[config.mk]
export PLATFORM = sky130hd
export DESIGN_NAME = e_elastic_delay_flat
export DESIGN_NICKNAME = d
export VERILOG_FILES = /design/src/rtl/e_pipe_pkg.sv /design/src/rtl/e_elastic_delay_if.sv /design/src/rtl/e_elastic_stage.sv /design/src/rtl/e_elastic_delay.sv /design/src/flat_wrapper.sv
export SDC_FILE = /design/constraint.sdc
export NUM_CORES = 1
export LEC_CHECK = 0
export BUFFER_PORTS_ARGS = -buffer_cell sky130_fd_sc_hd__buf_2
export CAP_MARGIN = 10
export CELL_PAD_IN_SITES_DETAIL_PLACEMENT = 1
export CELL_PAD_IN_SITES_GLOBAL_PLACEMENT = 1
export CORE_ASPECT_RATIO = 1.4
export CORE_MARGIN = 1.5
export CORE_UTILIZATION = 43
export DETAILED_ROUTE_END_ITERATION = 12
export GPL_TIMING_DRIVEN = 0
export PLACE_DENSITY = 0.74
export SLEW_MARGIN = 20
export SYNTH_ARGS = -nofsm -noshare
export SYNTH_HDL_FRONTEND = slang
export SYNTH_SLANG_ARGS = --single-unit
[constraint.sdc]
create_clock -name clk_i -period 1.49 [get_ports clk_i]
set_input_delay 0.0745 -clock clk_i [delete_from_list [all_inputs] [get_ports clk_i]]
set_output_delay 0.0745 -clock clk_i [all_outputs]
set_load 0.005 [all_outputs]
[src/rtl/e_pipe_pkg.sv]
// Shared constants and helpers for the elastic pipeline family.
package e_pipe_pkg;

    localparam int unsigned MAX_DEPTH = 64;

    // Bits needed to hold values 0..n (occupancy counter width).
    function automatic int unsigned clog2_plus1(input int unsigned n);
        int unsigned r;
        r = 1;
        for (int unsigned i = 0; i < 32; i++) begin
            if ((n >> i) != 0) r = i + 1;
        end
        return r;
    endfunction

endpackage

[src/rtl/e_elastic_delay_if.sv]
// Handshake bundle for e_elastic_delay: input side, output side, flush and occupancy.
interface e_elastic_delay_if
    import e_pipe_pkg::*;
#(
    parameter int unsigned WIDTH = 8,
    parameter int unsigned DEPTH = 3
) ();
    localparam int unsigned CNT_W = clog2_plus1(DEPTH);

    logic [WIDTH-1:0] in_data_i;
    logic             in_valid_i;
    logic             in_ready_o;
    logic [WIDTH-1:0] out_data_o;
    logic             out_valid_o;
    logic             out_ready_i;
    logic             flush_i;
    logic [CNT_W-1:0] count_o;

    modport master (
        output in_data_i, in_valid_i, out_ready_i, flush_i,
        input  in_ready_o, out_data_o, out_valid_o, count_o
    );

    modport slave (
        input  in_data_i, in_valid_i, out_ready_i, flush_i,
        output in_ready_o, out_data_o, out_valid_o, count_o
    );
endinterface

[src/rtl/e_elastic_stage.sv]
// One valid+data slice of the elastic pipeline; data only captures valid words.
module e_elastic_stage #(
    parameter int unsigned WIDTH = 8
) (
    input  logic             clk_i,
    input  logic             rst_n_i,
    input  logic             i_load,
    input  logic             i_flush,
    input  logic             i_valid,
    input  logic [WIDTH-1:0] i_data,
    output logic             o_valid,
    output logic [WIDTH-1:0] o_data
);
    logic             r_valid;
    logic [WIDTH-1:0] r_data;

    always_ff @(posedge clk_i or negedge rst_n_i) begin
        if (!rst_n_i) begin
            r_valid <= 1'b0;
            r_data  <= '0;
        end else begin
            if (i_flush)     r_valid <= 1'b0;
            else if (i_load) r_valid <= i_valid;
            if (i_load && i_valid) r_data <= i_data;
        end
    end

    assign o_valid = r_valid;
    assign o_data  = r_data;
endmodule

[src/rtl/e_elastic_delay.sv]
// DEPTH-stage elastic delay line with bubble-collapsing ready chain, flush and occupancy count.
module e_elastic_delay
    import e_pipe_pkg::*;
#(
    parameter int unsigned WIDTH = 8,
    parameter int unsigned DEPTH = 3,
    parameter int unsigned CNT_W = clog2_plus1(DEPTH)
) (
    input  logic              clk_i,
    input  logic              rst_n_i,
    e_elastic_delay_if.slave  bus
);
    typedef struct packed {
        logic             valid;
        logic [WIDTH-1:0] data;
    } stage_t;

    logic [DEPTH-1:0] w_v;
    logic [WIDTH-1:0] w_d [DEPTH];
    logic [DEPTH-1:0] w_mv;
    stage_t           w_in [DEPTH];
    logic             w_acc;
    logic             w_out_hs;
    logic [CNT_W-1:0] r_count;

    // Unrolled ready chain: stage k may move if the consumer is ready or any
    // stage at or after k holds a bubble.
    always_comb begin : p_ready
        logic w_full;
        w_mv = '0;
        for (int unsigned k = 0; k < DEPTH; k++) begin
            w_full = 1'b1;
            for (int unsigned j = k; j < DEPTH; j++) w_full = w_full & w_v[j];
            w_mv[k] = !w_full || bus.out_ready_i;
        end
    end

    always_comb begin
        w_in[0] = '{valid: bus.in_valid_i, data: bus.in_data_i};
        for (int unsigned k = 1; k < DEPTH; k++) begin
            w_in[k] = '{valid: w_v[k-1], data: w_d[k-1]};
        end
    end

    for (genvar g = 0; g < DEPTH; g++) begin : g_stage
        e_elastic_stage #(.WIDTH(WIDTH)) u_stage (
            .clk_i   (clk_i),
            .rst_n_i (rst_n_i),
            .i_load  (w_mv[g]),
            .i_flush (bus.flush_i),
            .i_valid (w_in[g].valid),
            .i_data  (w_in[g].data),
            .o_valid (w_v[g]),
            .o_data  (w_d[g])
        );
    end

    assign w_acc    = bus.in_valid_i && w_mv[0];
    assign w_out_hs = w_v[DEPTH-1] && bus.out_ready_i;

    always_ff @(posedge clk_i or negedge rst_n_i) begin
        if (!rst_n_i)         r_count <= '0;
        else if (bus.flush_i) r_count <= '0;
        else                  r_count <= r_count + CNT_W'(w_acc) - CNT_W'(w_out_hs);
    end

    assign bus.in_ready_o  = w_mv[0];
    assign bus.out_valid_o = w_v[DEPTH-1];
    assign bus.out_data_o  = w_d[DEPTH-1];
    assign bus.count_o     = r_count;
endmodule

[src/flat_wrapper.sv]
// flat-port wrapper written by rule: the top's interface ports become plain ports
module e_elastic_delay_flat import e_pipe_pkg::*;
#(
    parameter int unsigned WIDTH = 8,
    parameter int unsigned DEPTH = 3,
    parameter int unsigned CNT_W = clog2_plus1(DEPTH)
)
  (clk_i, rst_n_i, bus_in_data_i, bus_in_valid_i, bus_out_ready_i, bus_flush_i, bus_in_ready_o, bus_out_data_o, bus_out_valid_o, bus_count_o);
  e_elastic_delay_if #(.WIDTH(WIDTH), .DEPTH(DEPTH)) bus_i ();
  input  logic clk_i;
  input  logic rst_n_i;
  input wire logic [$bits(bus_i.in_data_i)-1:0] bus_in_data_i;
  input wire logic [$bits(bus_i.in_valid_i)-1:0] bus_in_valid_i;
  input wire logic [$bits(bus_i.out_ready_i)-1:0] bus_out_ready_i;
  input wire logic [$bits(bus_i.flush_i)-1:0] bus_flush_i;
  output wire logic [$bits(bus_i.in_ready_o)-1:0] bus_in_ready_o;
  output wire logic [$bits(bus_i.out_data_o)-1:0] bus_out_data_o;
  output wire logic [$bits(bus_i.out_valid_o)-1:0] bus_out_valid_o;
  output wire logic [$bits(bus_i.count_o)-1:0] bus_count_o;
  assign bus_i.in_data_i = bus_in_data_i;
  assign bus_i.in_valid_i = bus_in_valid_i;
  assign bus_i.out_ready_i = bus_out_ready_i;
  assign bus_i.flush_i = bus_flush_i;
  assign bus_in_ready_o = bus_i.in_ready_o;
  assign bus_out_data_o = bus_i.out_data_o;
  assign bus_out_valid_o = bus_i.out_valid_o;
  assign bus_count_o = bus_i.count_o;
  e_elastic_delay #(.WIDTH(WIDTH), .DEPTH(DEPTH), .CNT_W(CNT_W)) u_core (.clk_i(clk_i), .rst_n_i(rst_n_i), .bus(bus_i));
endmodule
==> metrics <==
CTS max path bufs=2; CP most frequent cell=ha_1; Slew headroom=58.7%; H-Tree Depth=2; Mapped Cells=76; Power Dens Cells=roughly 1200 nW/um^2; vias in the first global route=801; initial antenna violation count=0; CTS tree=yes; count of clock tree sinks=29; DIE WIDTH=about 47 um; gr ovfl total=0; Slew Viols, Final=0; clk_skew=approximately 0.0057 ns; CP startpoint=u_core.g_stage[2].u_stage.o_valid$_DFFE_PN0P_; nets@finish=133; max cap viols=0; TritonCTS Buffers=5; die footprint=3100 sq um; CP required=~1.7 ns; first-pass GRT wire length=3730 um; vias after detailed routing=734; postcts setup bufs=0; Leak=0.765 nW; fill cell count=about 270; CP max stage cell=dfrtp_1; nature of the critical path endpoint=flop; Die Ht=65.3 um; final hold violations=0; FF+latch count, synth=29; WL/cell=14.8 um; unrepaired setup endpoints after global routing=no; post-DP HPWL=1510 um; DR iter-0 viols=7; Ports=25; reg2reg end=u_core.bus.count_o[1]$_DFF_PN0_; total track usage=about 18%; CP top delay family=adder cells; clk slew on worst S/H paths=0.09 ns; crit share post-route=95.1%; Max Fclk=0.706 GHz; Mapped Nets=91; Worst-Skew Late Latency=0.32 ns; slowest stage delay, CP=0.43 ns; Root Driver=clkbuf_4; number of cell rows=22; syn_area_per_cell=around 16 sq um; type of the worst min-delay path=in2reg; crit-path cells=and2_1 > ha_1 > inv_1 > ha_1 > xnor2_1 > nor2_1; Yosys Warn Count=0; layout cells sized above 1=38.7%; Worst Path Arrival=1.63 ns; Worst R2R Setup Slack=0.07 ns; Setup TNS Final=0 ns; ant diodes=0; Synth cell types=19; critical path depth=6; most frequent cells in the layout=dfrtp_1 (28), buf_2 (24), mux2_1 (16); Final GP Congestion=slightly below 0.7; Crit Path Max Fanout=4; Least-Margin Pin Slew=0.619 ns; Core Box Area=roughly 2600 sq um; status=finished clean; Final min period=1.42 ns; commonest non-fill, non-tap cell in the layout=dfrtp_1; via/cell ratio=between 4 and 5; DRC=0; Initial Util=45.6%; Post-Route WL=2290 um; CP Class=reg2reg; crit path to=u_core.bus.count_o[1]$_DFF_PN0_; synthesized cell area=about 1200 sq um; antenna-violating nets left=0; dpl cells=between 100 and 150; IO Port Bufs=24; Worst R2R Path Depth=6; RR Startpoint=u_core.g_stage[2].u_stage.o_valid$_DFFE_PN0P_; Worst Setup Start Kind=flop; Final Non-Filler Cells=around 160; part of the Yosys area used for sequential elements=about three fifths; First-pass DRT Iterations=2; pin count of the biggest net entering global routing=30; P&R area growth vs syn=27.9%; worst vdd ir=0.538 mV; CP Buf/Inv Count=1; setup violators final=0
==> layout make-up <==
class                   count  area [sq um]  share of cell area [%]
plain buffers               2          18.8                    1.23
clock buffers               6          41.3                    2.71
clock inverters             2          10.0                   0.657
inverters                   4          15.0                   0.985
multi-input cells          41           437                    28.7
flip-flops and latches     29           727                    47.7
well taps                  36          45.0                    2.96
repair buffers             35           230                    15.1
==> cell families (layout without fill, tap and decap cells) <==
logic type               count (synthesis)  in the layout  share of synthesized area [%]
multiplexers                            24             24                           25.2
AND/OR/NAND/NOR                         10             10                           5.78
adder cells (fa/ha/maj)                  2              2                           2.10
XOR/XNOR                                 2              2                           1.47
AO/OA/AOI/OAI                            3              3                           1.68
flip-flops                              29             29                           60.9
buffers and inverters                    6             49                           2.84
==> through the flow <==
step | hold slack [ns] | setup WS, ns | util, % | area [sq um] | total power [mW]
floorplan | -0.221 | 0.158 | - | 1190 | 1.20
global placement | 0.118 | 0.123 | 51.9 | 1360 | 1.33
detailed placement | 0.128 | 0.0533 | 51.9 | 1360 | 1.36
CTS | 0.0748 | 0.0143 | 58.2 | 1520 | 1.83
global route | 0.0756 | 0.00285 | 58.3 | 1520 | 1.93
finish | 0.0794 | 0.0736 | 58.3 | 1520 | 1.80
==> Yosys cell counts, drive strengths merged <==
master	count	share of area [%]
a21oi	2	0.84
and2	1	0.53
mux2	24	25
buf	2	1.6
dfrtp	29	61
nor2b	2	1.7
nand2	1	0.53
inv	4	1.3
xor2	1	0.74
nand4b	1	1.3
nand2b	1	0.53
nor2	4	1.3
ha	2	2.1
a21bo	1	0.84
xnor2	1	0.74
==> worst min-delay path, delay by kind of cell <==
kind	cells	cell delay, ns
buffers and inverters	1	0.12
and+or+nand+nor	3	0.18
==> per-layer routing <==
metal,track usage [%],wire length [um],vias to the layer above
li1,-,-,340
met1,18.4,829,368
met5,0,0,-
met2,30.1,1290,21
met3,6.87,115,5
met4,8.33,51,0
==> power by group <==
part	total [mW]	switching, mW	internal [mW]
combinational	0.349	0.133	0.216
clock	0.443	0.263	0.179
sequential	1.01	0.0761	0.934
total	1.80	0.472	1.33
==> how the worst min path moves through the flow <==
stage	from	endpoint	slack, ns	cells after the start
after floorplan	rst_n_i	u_core.bus.count_o[0]$_DFF_PN0_	-0.22	0
after global placement	rst_n_i	u_core.g_stage[2].u_stage.o_data[2]$_DFFE_PN0P_	0.12	1
after detailed placement	rst_n_i	u_core.g_stage[2].u_stage.o_data[2]$_DFFE_PN0P_	0.13	1
final	bus_out_ready_i	u_core.g_stage[2].u_stage.o_valid$_DFFE_PN0P_	0.08	4
after global routing	bus_out_ready_i	u_core.g_stage[2].u_stage.o_valid$_DFFE_PN0P_	0.08	4
after CTS	bus_out_ready_i	u_core.g_stage[2].u_stage.o_valid$_DFFE_PN0P_	0.07	4
==> flip-flops by register name, indices dropped and copies added, names as in the netlist <==
signal and flops:
u_core.bus.count_o 2, u_core.g_stage.u_stage.o_data 24, u_core.g_stage.u_stage.o_valid 3
==> timing repair <==
| action | CTS | global route |
|---|---|---|
| resized for setup | 1 | 1 |
| pin swaps | 0 | 2 |
| endpoints found under the setup margin | 1 | 2 |
| hold buffers | 11 | 0 |
| endpoints found under the hold margin | 42 | 0 |
(Power assumes the default switching activity.)
